<file path="src/rtl/nibble_serial_subtractor.sv">
// Multi-cycle subtractor: diff = a - b - b_in, one 4-bit nibble per clock using
// borrow-lookahead logic, with valid/ready handshakes on both sides.
module nibble_serial_subtractor #(
  parameter int WIDTH = 16
) (
  input  logic             clk,
  input  logic             rst_n,
  input  logic             in_valid,
  output logic             in_ready,
  input  logic [WIDTH-1:0] a,
  input  logic [WIDTH-1:0] b,
  input  logic             b_in,
  output logic             out_valid,
  input  logic             out_ready,
  output logic [WIDTH-1:0] diff,
  output logic             b_out,
  output logic             ovf,
  output logic             zero
);

  localparam int NIB  = WIDTH / 4;
  localparam int IDXW = (NIB > 1) ? $clog2(NIB) : 1;
  localparam logic [IDXW-1:0] LAST_IDX = IDXW'(NIB - 1);

  typedef enum logic [1:0] {IDLE, CALC, DONE} state_t;

  state_t            state_q, state_d;
  logic              in_ready_q, in_ready_d;
  logic              out_valid_q, out_valid_d;
  logic [WIDTH-1:0]  a_q, a_d, b_q, b_d;
  logic [WIDTH-1:0]  diff_q, diff_d, diff_new;
  logic              brw_q, brw_d;
  logic [IDXW-1:0]   idx_q, idx_d;
  logic              b_out_q, b_out_d, ovf_q, ovf_d, zero_q, zero_d;

  logic [3:0] a_nib, b_nib, g, p, nib_diff;
  logic [4:0] br;
  logic       accept;

  assign accept = in_valid & in_ready_q & (state_q == IDLE);

  // State register (all flops).
  always_ff @(posedge clk) begin
    if (!rst_n) begin
      state_q     <= IDLE;
      in_ready_q  <= 1'b0;
      out_valid_q <= 1'b0;
      a_q         <= '0;
      b_q         <= '0;
      diff_q      <= '0;
      brw_q       <= 1'b0;
      idx_q       <= '0;
      b_out_q     <= 1'b0;
      ovf_q       <= 1'b0;
      zero_q      <= 1'b0;
    end else begin
      state_q     <= state_d;
      in_ready_q  <= in_ready_d;
      out_valid_q <= out_valid_d;
      a_q         <= a_d;
      b_q         <= b_d;
      diff_q      <= diff_d;
      brw_q       <= brw_d;
      idx_q       <= idx_d;
      b_out_q     <= b_out_d;
      ovf_q       <= ovf_d;
      zero_q      <= zero_d;
    end
  end

  // Next-state logic.
  always_comb begin
    state_d = state_q;
    case (state_q)
      IDLE:    if (accept) state_d = CALC;
      CALC:    if (idx_q == LAST_IDX) state_d = DONE;
      DONE:    if (out_ready) state_d = IDLE;
      default: state_d = IDLE;
    endcase
  end

  // Handshake outputs are registered so they follow the state register exactly.
  always_comb begin
    in_ready_d  = (state_d == IDLE);
    out_valid_d = (state_d == DONE);
  end

  // Borrow-lookahead for the current nibble.
  always_comb begin
    a_nib = a_q[{idx_q, 2'b00} +: 4];
    b_nib = b_q[{idx_q, 2'b00} +: 4];
    g     = ~a_nib & b_nib;
    p     = ~(a_nib ^ b_nib);
    br[0] = brw_q;
    br[1] = g[0] | (p[0] & brw_q);
    br[2] = g[1] | (p[1] & g[0]) | (p[1] & p[0] & brw_q);
    br[3] = g[2] | (p[2] & g[1]) | (p[2] & p[1] & g[0]) | (p[2] & p[1] & p[0] & brw_q);
    br[4] = g[3] | (p[3] & g[2]) | (p[3] & p[2] & g[1]) | (p[3] & p[2] & p[1] & g[0])
          | (p[3] & p[2] & p[1] & p[0] & brw_q);
    nib_diff = a_nib ^ b_nib ^ br[3:0];
    diff_new = diff_q;
    diff_new[{idx_q, 2'b00} +: 4] = nib_diff;
  end

  // Datapath updates.
  always_comb begin
    a_d     = a_q;
    b_d     = b_q;
    diff_d  = diff_q;
    brw_d   = brw_q;
    idx_d   = idx_q;
    b_out_d = b_out_q;
    ovf_d   = ovf_q;
    zero_d  = zero_q;
    case (state_q)
      IDLE: begin
        if (accept) begin
          a_d    = a;
          b_d    = b;
          brw_d  = b_in;
          idx_d  = '0;
          diff_d = '0;
        end
      end
      CALC: begin
        diff_d = diff_new;
        brw_d  = br[4];
        idx_d  = idx_q + 1'b1;
        if (idx_q == LAST_IDX) begin
          idx_d   = '0;
          b_out_d = br[4];
          ovf_d   = (a_q[WIDTH-1] ^ b_q[WIDTH-1]) & (a_q[WIDTH-1] ^ diff_new[WIDTH-1]);
          zero_d  = (diff_new == '0);
        end
      end
      default: ;
    endcase
  end

  assign in_ready  = in_ready_q;
  assign out_valid = out_valid_q;
  assign diff      = diff_q;
  assign b_out     = b_out_q;
  assign ovf       = ovf_q;
  assign zero      = zero_q;

endmodule

</file>
<file path="config.mk">
export PLATFORM = sky130hd
export DESIGN_NAME = nibble_serial_subtractor
export DESIGN_NICKNAME = d
export VERILOG_FILES = /design/src/rtl/nibble_serial_subtractor.sv
export SDC_FILE = /design/constraint.sdc
export NUM_CORES = 1
export LEC_CHECK = 0
export BUFFER_PORTS_ARGS = -buffer_cell sky130_fd_sc_hd__buf_2
export CORE_UTILIZATION = 55
export DETAILED_ROUTE_END_ITERATION = 10
export GPL_ROUTABILITY_DRIVEN = 0
export HOLD_SLACK_MARGIN = 0.02
export PLACE_DENSITY = 0.8
export RECOVER_POWER = 100
export SYNTH_ARGS = -nofsm -noshare
export SYNTH_HDL_FRONTEND = slang
export SYNTH_SLANG_ARGS = --single-unit
</file>
<file path="constraint.sdc">
create_clock -name clk -period 7.3 [get_ports clk]
set_input_delay 1.825 -clock clk [delete_from_list [all_inputs] [get_ports clk]]
set_output_delay 1.825 -clock clk [all_outputs]
set_load 0.03 [all_outputs]
</file>
Word-level counts from Yosys, hierarchy flattened
Index checks and enable logic that the tools add are counted.
- eq/ne operators: 5
- muxes and demuxes: 12
- $add $sub $neg: 2
- reductions and logical operators: 7
- shift-type cells: 4
- bitwise gates (word level): 36
- operator list (operator ; number):
    $pmux 16 s2 ; 1
    $shiftx 16x5->4 ; 2
    $and 1x1->1 ; 19
    $bwmux 16 ; 1
    $logic_not 16->1 ; 1
    $mux 16 ; 1
    $shift 4x6->16 const A ; 1
    $shiftx 4x6->16 ; 1
    $mux 2 ; 5
    $or 1x1->1 ; 10
    $not 4->4 ; 2
    $xor 4x4->4 ; 2
    $eq 2x2->1 const B ; 3
    $neg 4->6 ; 1
    $pmux 2 s3 ; 1
    $reduce_and 2->1 ; 3
    $and 4x4->4 ; 1
    $logic_not 2->1 ; 2
    $pmux 2 s2 ; 1
    $add 2x1->2 const B ; 1
    $eq 2x1->1 const B ; 1
    $ne 2x2->1 const B ; 1
    $pmux 1 s2 ; 1
    $reduce_bool 2->1 ; 1
    other kinds (2) ; 3
- input port bits: 37
- word-level logic and storage cells: 77
- bits in registers: 58

Depth between registers and ports, before layout
Gate-level depths: netlist of the first run.
- depth after elaboration: 12
- gate-level depth with buffers: 9
- depth with buffers taken out: 8

Worst setup path before layout of the first run
OpenSTA, ideal clock, no wires.
- path kind: reg-to-reg
- start point: register idx_q[0]
- end point: register diff_q[15], in the netlist diff[15]
- data arrival time: 2554 ps
- cell stages (with the launch flop): 10
- buffers on the path: 1
- slack: 4630 ps
- library setup time: 116 ps
- data required time: 7184 ps
- path through: dfxtp_1 buf_2 mux4_2 inv_1 ha_1 a211oi_2 o21bai_2 xnor2_2 a21bo_1 o211a_1
- cells in the longest elaborated chain, start to end: 11
- elaborated cells on any way between the ends: 27
- ends and longest elaborated chain (item ; RTL line ; text):
    start: declaration ; 33 ; logic [IDXW-1:0] idx_q, idx_d;
    start signal: assignment ; 64 ; idx_q <= idx_d;
    $shiftx 16x5->4, on equally long branches ; 90, 91 ;
    $xor 4x4->4 / $not 4->4 (equally long branches) ; 93, 100, 92 ;
    $not 4->4 / $and 4x4->4 (equally long branches) ; 93, 92 ;
    $and 1x1->1 ; 97 ; br[3] = g[2] | (p[2] & g[1]) | (p[2] & p[1] & g[0]) | (p[2] & p[1] & p[0] & brw_q);
    $or 1x1->1 / $and 1x1->1 (equally long branches) (2 in series) ; 97 ;
    $or 1x1->1 ; 97 ;
    $xor 4x4->4 ; 100 ; nib_diff = a_nib ^ b_nib ^ br[3:0];
    $shiftx 4x6->16 ; 102 ; diff_new[{idx_q, 2'b00} +: 4] = nib_diff;
    $bwmux 16 * ; 102 ;
    $pmux 16 s2 * ; 115 ; case (state_q)
    end signal: assignment ; 62 ; diff_q <= diff_d;
    end: declaration ; 31 ; logic [WIDTH-1:0] diff_q, diff_d, diff_new;
Mark *: on every way between the ends. The rest lies on a longest branch, timed or not.
A chain may end at the register's enable or synchronous reset.

==> results of run 1 <==
==> per-stage QoR <==
step	std cells	worst slack [ps]	total power, W
floorplan	315	4630	0.000426
global placement	423	4120	0.000451
detailed placement	423	4060	0.000453
CTS	439	4280	0.000703
global route	439	3280	0.000730
finish	439	3550	0.000695
==> synth_stat cells (2+ instances only) <==
cell	count
inv_1	8
o21ai_0	7
nor2_1	7
nand2b_1	2
dfxtp_1	58
nand2_1	71
a32oi_1	3
and3_1	3
ha_1	10
a211oi_1	2
a21oi_1	7
a21boi_0	30
buf_2	4
and2_1	7
nor3_1	5
and2b_1	2
nor2b_1	15
clkbuf_1	10
mux4_2	8
a21boi_1	6
o21ai_1	2
a211oi_2	2
xnor2_1	2
nand3_1	6
a22oi_1	10
buf_4	4
==> power by group through the flow <==
| stage | Combinational (W) | Clock [W] | Sequential (W) |
|---|---|---|---|
| after floorplan | 0.0000803 | 0 | 0.000346 |
| after global placement | 0.000105 | 0 | 0.000346 |
| after detailed placement | 0.000107 | 0 | 0.000347 |
| after CTS | 0.000107 | 0.000256 | 0.000340 |
| after global routing | 0.000118 | 0.000271 | 0.000342 |
| final | 0.000106 | 0.000250 | 0.000340 |
==> tightest hold or removal path, cell delays in order, from the launching register on <==
cell and delay (ps):
dfxtp_1 310, nand2_1 40, a21boi_0 60
==> path summary, 6_finish.rpt <==
| check | start | endpoint | slack (ps) | cells after the start |
|---|---|---|---|---|
| worst max-delay path | rst_n | zero$_SDFFE_PN0P_ | 3550 | 4 |
| worst min-delay path | b_q[3]$_SDFFE_PN0P_ | b_q[3]$_SDFFE_PN0P_ | 470 | 2 |
| worst max register to register | idx_q[0]$_SDFFE_PN0P_ | diff[15]$_SDFFE_PN0P_ | 4310 | 8 |
| worst min register to register | b_q[3]$_SDFFE_PN0P_ | b_q[3]$_SDFFE_PN0P_ | 470 | 2 |
==> flip-flops by register name, indices dropped and copies added (netlist names) <==
name / cells
a_q: 16
b_q: 16
diff: 16
idx_q: 2
state_q: 2
b_out: 1
brw_q: 1
in_ready: 1
out_valid: 1
ovf: 1
zero: 1
==> logic make-up (layout without fill, tap and decap cells) <==
kind of cell | Yosys count | in the layout | synth area share (%)
compound gates | 82 | 82 | 21.3
simple gates | 126 | 126 | 21.4
buf+inv | 26 | 83 | 4.09
fa+ha+maj | 11 | 11 | 5.05
mux | 9 | 9 | 6.62
xor+xnor | 3 | 3 | 1.18
flops | 58 | 58 | 40.4
==> metal layers <==
layer  wire, um  GRT usage (%)  up-vias
met3        310           5.56       11
met2       2860           40.0       76
met4        134           15.7        0
met1       2560           27.9     1055
li1           -              -     1206
met5          0              0        -
==> area by class of cell <==
type | count | area (um^2)
multi-input combinational | 231 | 1590
clock inverter | 3 | 15.0
clock buffer | 13 | 149
fill | 438 | 1580
inverter | 8 | 30.0
tap | 67 | 83.8
sequential | 58 | 1160
timing repair buffer | 59 | 273
==> results.py, run 1 <==
metrics = {
    "setup_path": {
        "cp_data_arrival_time_ps": 4020,
        "max_stage_delay_ps": 1360,
        "critPathSlowestCell": "clkbuf_1",
        "worstPathMaxFanout": 59,
        "cp-end-kind": "flip-flop",
        "crit_type": "input port to flip-flop",
        "crit_buf_inv": 1,
        "cp-start-kind": "input port",
        "cp.required_ps": 7580,
        "crit_chain": "clkbuf_1, o2111ai_1, nor4b_1, a32o_1",
        "path_delay_family": "buffers and inverters",
    },
    "sta": {
        "hold_violations": 0,
        "slew_viol_final": 60,
        "period_share_pct": 51.3,
        "worst_slew_pin_slew_ps": 1930,
        "finalSetupViolations": 0,
        "slew_headroom_pct": -28.8,
        "max_freq_ghz": 0.267,
        "tns_ps": 0,
        "finClkSkew_ps": 5.77,
        "rsz0062_at_grt": "no",
        "holdWs_ps": 466,
        "period_minus_slack_ps": 3750,
    },
    "clock_tree": {
        "ctsHoldBuffers": 0,
        "clock_sinks": 58,
        "post_cts_buffers": 0,
        "cts_buffer_depth": 2,
        "cts_resized": 0,
        "htreeDepth": 3,
        "clk_pin_slew_worst_paths_ps": 60,
        "numCtsBuffers": 9,
        "cts_tree": "built",
        "cts_root_buf": "clkbuf_8",
        "clk_latency_ps": 340,
    },
    "status": {
        "status": "finished with violations",
        "violations": "capacitance limit, slew limit",
    },
    "place": {
        "dp_hpwl_um": 4030,
        "portBuffers": 57,
        "place_area_um2": 3170,
    },
    "global_route": {
        "grt-ovfl-total": 0,
        "grt_max_degree": 60,
        "grt_pass1_vias": 2229,
        "antenna_found_initial": 0,
        "grt_pass1_wl_um": 9740,
        "grt_util_all_layers_pct": 24.1,
    },
    "final_layout": {
        "fin_nets": 415,
        "final_common_cell": "nand2_1",
        "design_area_um2": 3300,
        "final_cell_mix": "nand2_1, dfxtp_1, a21boi_0, buf_2, clkbuf_1",
        "diodes": 0,
        "post_route_cells_drive_above_1_share_pct": 18.0,
        "post-route-util_pct": 67.6,
        "area_growth_pct": 14.8,
    },
    "floorplanning": {
        "core_um2": 4880,
        "dieArea_um2": 5520,
        "start_util_pct": 58.9,
        "die-width_um": 74.3,
        "chipHeight_um": 74.3,
        "row_count": 25,
        "ioPinCount": 58,
    },
    "detailed_routing": {
        "wl_per_cell_um": 13.4,
        "vias": 2348,
        "vias_per_cell": 5.35,
        "firstDrtPassIters": 4,
        "final_antenna_net_count": 0,
        "drc": 0,
        "routed_wl_um": 5860,
        "drt_iter0_markers": 114,
    },
    "synthesis": {
        "synthCells": 315,
        "synth-async-reset-ratio_pct": 0,
        "ys_warn_count": 0,
        "synth.area.top_cells": "dfxtp_1, nand2_1, a21boi_0",
        "yosys.area.top_type": "dfxtp_1",
        "synth_edf_count": 0,
        "synth_top_flop_cell": "dfxtp_1",
        "ys_seq_elements": 58,
        "synth_top_area_share_pct": 40.4,
        "ys_seq_area_share_pct": 40.4,
        "synth.avg_cell_area_um2": 9.12,
        "netlist_area_um2": 2870,
        "synth_fp_nets": 363,
        "yosysUniqueCellTypes": 50,
    },
    "power": {
        "power.share.switching_pct": 27.1,
        "irDropWorstVdd_v": 0.000131,
        "p_seq_share_pct": 48.9,
        "leakagePower_nw": 1.24,
        "power.share.clock_pct": 35.9,
        "p_int_w": 0.000507,
        "switchingPower_w": 0.000189,
        "pwr-share-comb_pct": 15.3,
        "power.density_nw_per_um2": 211,
    },
    "min_path": {
        "hold_class": "flip-flop to flip-flop",
    },
    "flow_run": {
        "drv_cap": 1,
    },
}
(Power assumes the default switching activity.)
==> run 2, diff against run 1 <==
==> constraint.sdc (replaced) <==
create_clock -name clk -period 3.52 [get_ports clk]
set_input_delay 0.88 -clock clk [delete_from_list [all_inputs] [get_ports clk]]
set_output_delay 0.88 -clock clk [all_outputs]
set_load 0.03 [all_outputs]
==> run 2 against run 1 <==
The flow now finishes without violations. Non-clock buffer count grew 3. Combinational power rose by 110%. Die area is the same. Total power grew 110%. Clock skew rose by 1.5 ps. Final area up 0.64%. Via count rose by 3.1%. Sequential share of layout area fell by 0.23 points. Critical path depth up 4. Sequential power increased by 110%. Flip-flop and latch count stayed put. Clock power is 120% higher. Critical path type is now flip-flop to flip-flop. Largest cell class unchanged.
==> results.py, run 2 (synthesized netlist as in run 1, its figures left out) <==
metrics = {
    "status": {
        "status": "completed",
    },
    "floorplanning": {
        "row_count": 25,
        "dieArea_um2": 5520,
        "chipHeight_um": 74.3,
        "die-width_um": 74.3,
        "ioPinCount": 58,
        "core_um2": 4880,
        "start_util_pct": 58.9,
    },
    "min_path": {
        "hold_end": "b_q[13]$_SDFFE_PN0P_",
        "hold_class": "flip-flop to flip-flop",
        "worstHoldStart": "b_q[13]$_SDFFE_PN0P_",
        "holdPathStages": 2,
    },
    "detailed_routing": {
        "drc": 0,
        "wl_per_cell_um": 14.0,
        "firstDrtPassIters": 4,
        "drt_iter0_markers": 240,
        "routed_wl_um": 6180,
        "final_antenna_net_count": 0,
        "vias": 2421,
        "vias_per_cell": 5.48,
    },
    "clock_tree": {
        "cts_buffer_depth": 2,
        "clk_latency_ps": 330,
        "post_cts_buffers": 0,
        "ctsHoldBuffers": 0,
        "clk_pin_slew_worst_paths_ps": 60,
        "cts_root_buf": "clkbuf_8",
        "cts_tree": "built",
        "htreeDepth": 3,
        "clock_sinks": 58,
        "cts_resized": 0,
        "numCtsBuffers": 9,
    },
    "power": {
        "switchingPower_w": 0.000392,
        "power.density_nw_per_um2": 446,
        "power.share.clock_pct": 37.4,
        "leakagePower_nw": 1.25,
        "irDropWorstVdd_v": 0.000265,
        "pwr-share-comb_pct": 15.1,
        "p_seq_share_pct": 47.5,
        "p_int_w": 0.00109,
        "power.share.switching_pct": 26.5,
    },
    "setup_path": {
        "crit_chain": "buf_4, mux4_2, ha_1, o21ai_1, or2_2, a21oi_1, a22oi_1, nor2b_1",
        "crit_type": "flip-flop to flip-flop",
        "cp_data_arrival_time_ps": 3140,
        "reg2reg_to": "diff[10]$_SDFFE_PN0P_",
        "ff2ff_path_depth": 8,
        "r2r_slack_ps": 650,
        "worstPathMaxFanout": 13,
        "critPathSlowestCell": "dfxtp_1",
        "cp-start-kind": "flip-flop",
        "cp.required_ps": 3790,
        "cp-end-kind": "flip-flop",
        "r2r-start": "idx_q[0]$_SDFFE_PN0P_",
        "max_stage_delay_ps": 610,
    },
    "global_route": {
        "grt_pass1_vias": 2223,
        "grt_util_all_layers_pct": 24.9,
        "grt_max_degree": 38,
        "antenna_found_initial": 0,
        "grt_pass1_wl_um": 10200,
        "grt-ovfl-total": 0,
    },
    "place": {
        "dp_hpwl_um": 4460,
        "dp_cells": 426,
        "portBuffers": 57,
        "preCtsSetupSlack_ps": 783,
    },
    "final_layout": {
        "post-route-util_pct": 68.1,
        "final_common_cell": "nand2_1",
        "post_route_cells_drive_above_1_share_pct": 17.6,
        "final_cell_mix": "nand2_1, dfxtp_1, a21boi_0, buf_2, clkbuf_1",
        "fin_nets": 418,
        "diodes": 0,
        "final_cells": 442,
        "area_growth_pct": 15.6,
    },
    "sta": {
        "rsz0062_at_grt": "no",
        "tns_ps": 0,
        "slew_viol_final": 0,
        "hold_violations": 0,
        "max_freq_ghz": 0.349,
        "finClkSkew_ps": 7.29,
        "worst_slew_pin_slew_ps": 1200,
        "slew_headroom_pct": 19.9,
        "period_share_pct": 81.4,
        "period_minus_slack_ps": 2870,
        "finalSetupViolations": 0,
        "layout_setup_ws_ps": 653,
    },
    "flow_run": {
        "drv_cap": 0,
    },
}
[run 2: metrics by stage]
stage / total power [W] / cell area [um^2] / hold WS, ps
detailed placement: 0.000945 / 3190 / 448
CTS: 0.00150 / 3380 / 456
global placement: 0.000939 / 3190 / 446
finish: 0.00148 / 3320 / 467
floorplan: 0.000884 / 2870 / 432
global route: 0.00156 / 3320 / 490
[run 2: layout make-up]
cell class              instances  area, um^2
fillers                       437        1560
multi-input cells             231        1580
clock buffers                  14         173
clock inverters                 2        10.0
well taps                      67        83.8
repair buffers                 62         288
flip-flops and latches         58        1160
inverters                       8        30.0
[run 2: worst max-delay path: cells and delay by family, from the launching register on]
family	cells	cell delay [ps]
AO/OA/AOI/OAI	3	650
adder cells (fa/ha/maj)	1	350
buffers and inverters	1	270
flip-flops	1	610
multiplexers	1	510
AND/OR/NAND/NOR	2	400
[run 2: worst max path at each step]
stage                          startpoint  depth (start not counted)  slack [ps]               endpoint
floorplan           idx_q[0]$_SDFFE_PN0P_                          9         850  diff[15]$_SDFFE_PN0P_
global placement    idx_q[0]$_SDFFE_PN0P_                          8         860  diff[15]$_SDFFE_PN0P_
detailed placement  idx_q[0]$_SDFFE_PN0P_                          8         780       ovf$_SDFFE_PN0P_
CTS                 idx_q[0]$_SDFFE_PN0P_                          8         760       ovf$_SDFFE_PN0P_
global route        idx_q[0]$_SDFFE_PN0P_                          8         370       ovf$_SDFFE_PN0P_
finish              idx_q[0]$_SDFFE_PN0P_                          8         650  diff[10]$_SDFFE_PN0P_
[run 2: power by group through the flow]
stage	Clock (W)	Combinational (W)	Sequential [W]
6_report	0.000554	0.000224	0.000702
3_5_place_dp	0	0.000228	0.000717
5_1_grt	0.000604	0.000248	0.000705
2_1_floorplan	0	0.000167	0.000717
3_3_place_gp	0	0.000224	0.000716
4_1_cts	0.000563	0.000230	0.000702
[run 2: per-layer routing]
metal / global-route usage (%) / wire length (um) / vias to the layer above
li1: - / - / 1216
met5: 0 / 0 / -
met4: 10.7 / 138 / 0
met2: 40.7 / 2940 / 80
met3: 7.18 / 347 / 10
met1: 30.9 / 2760 / 1115
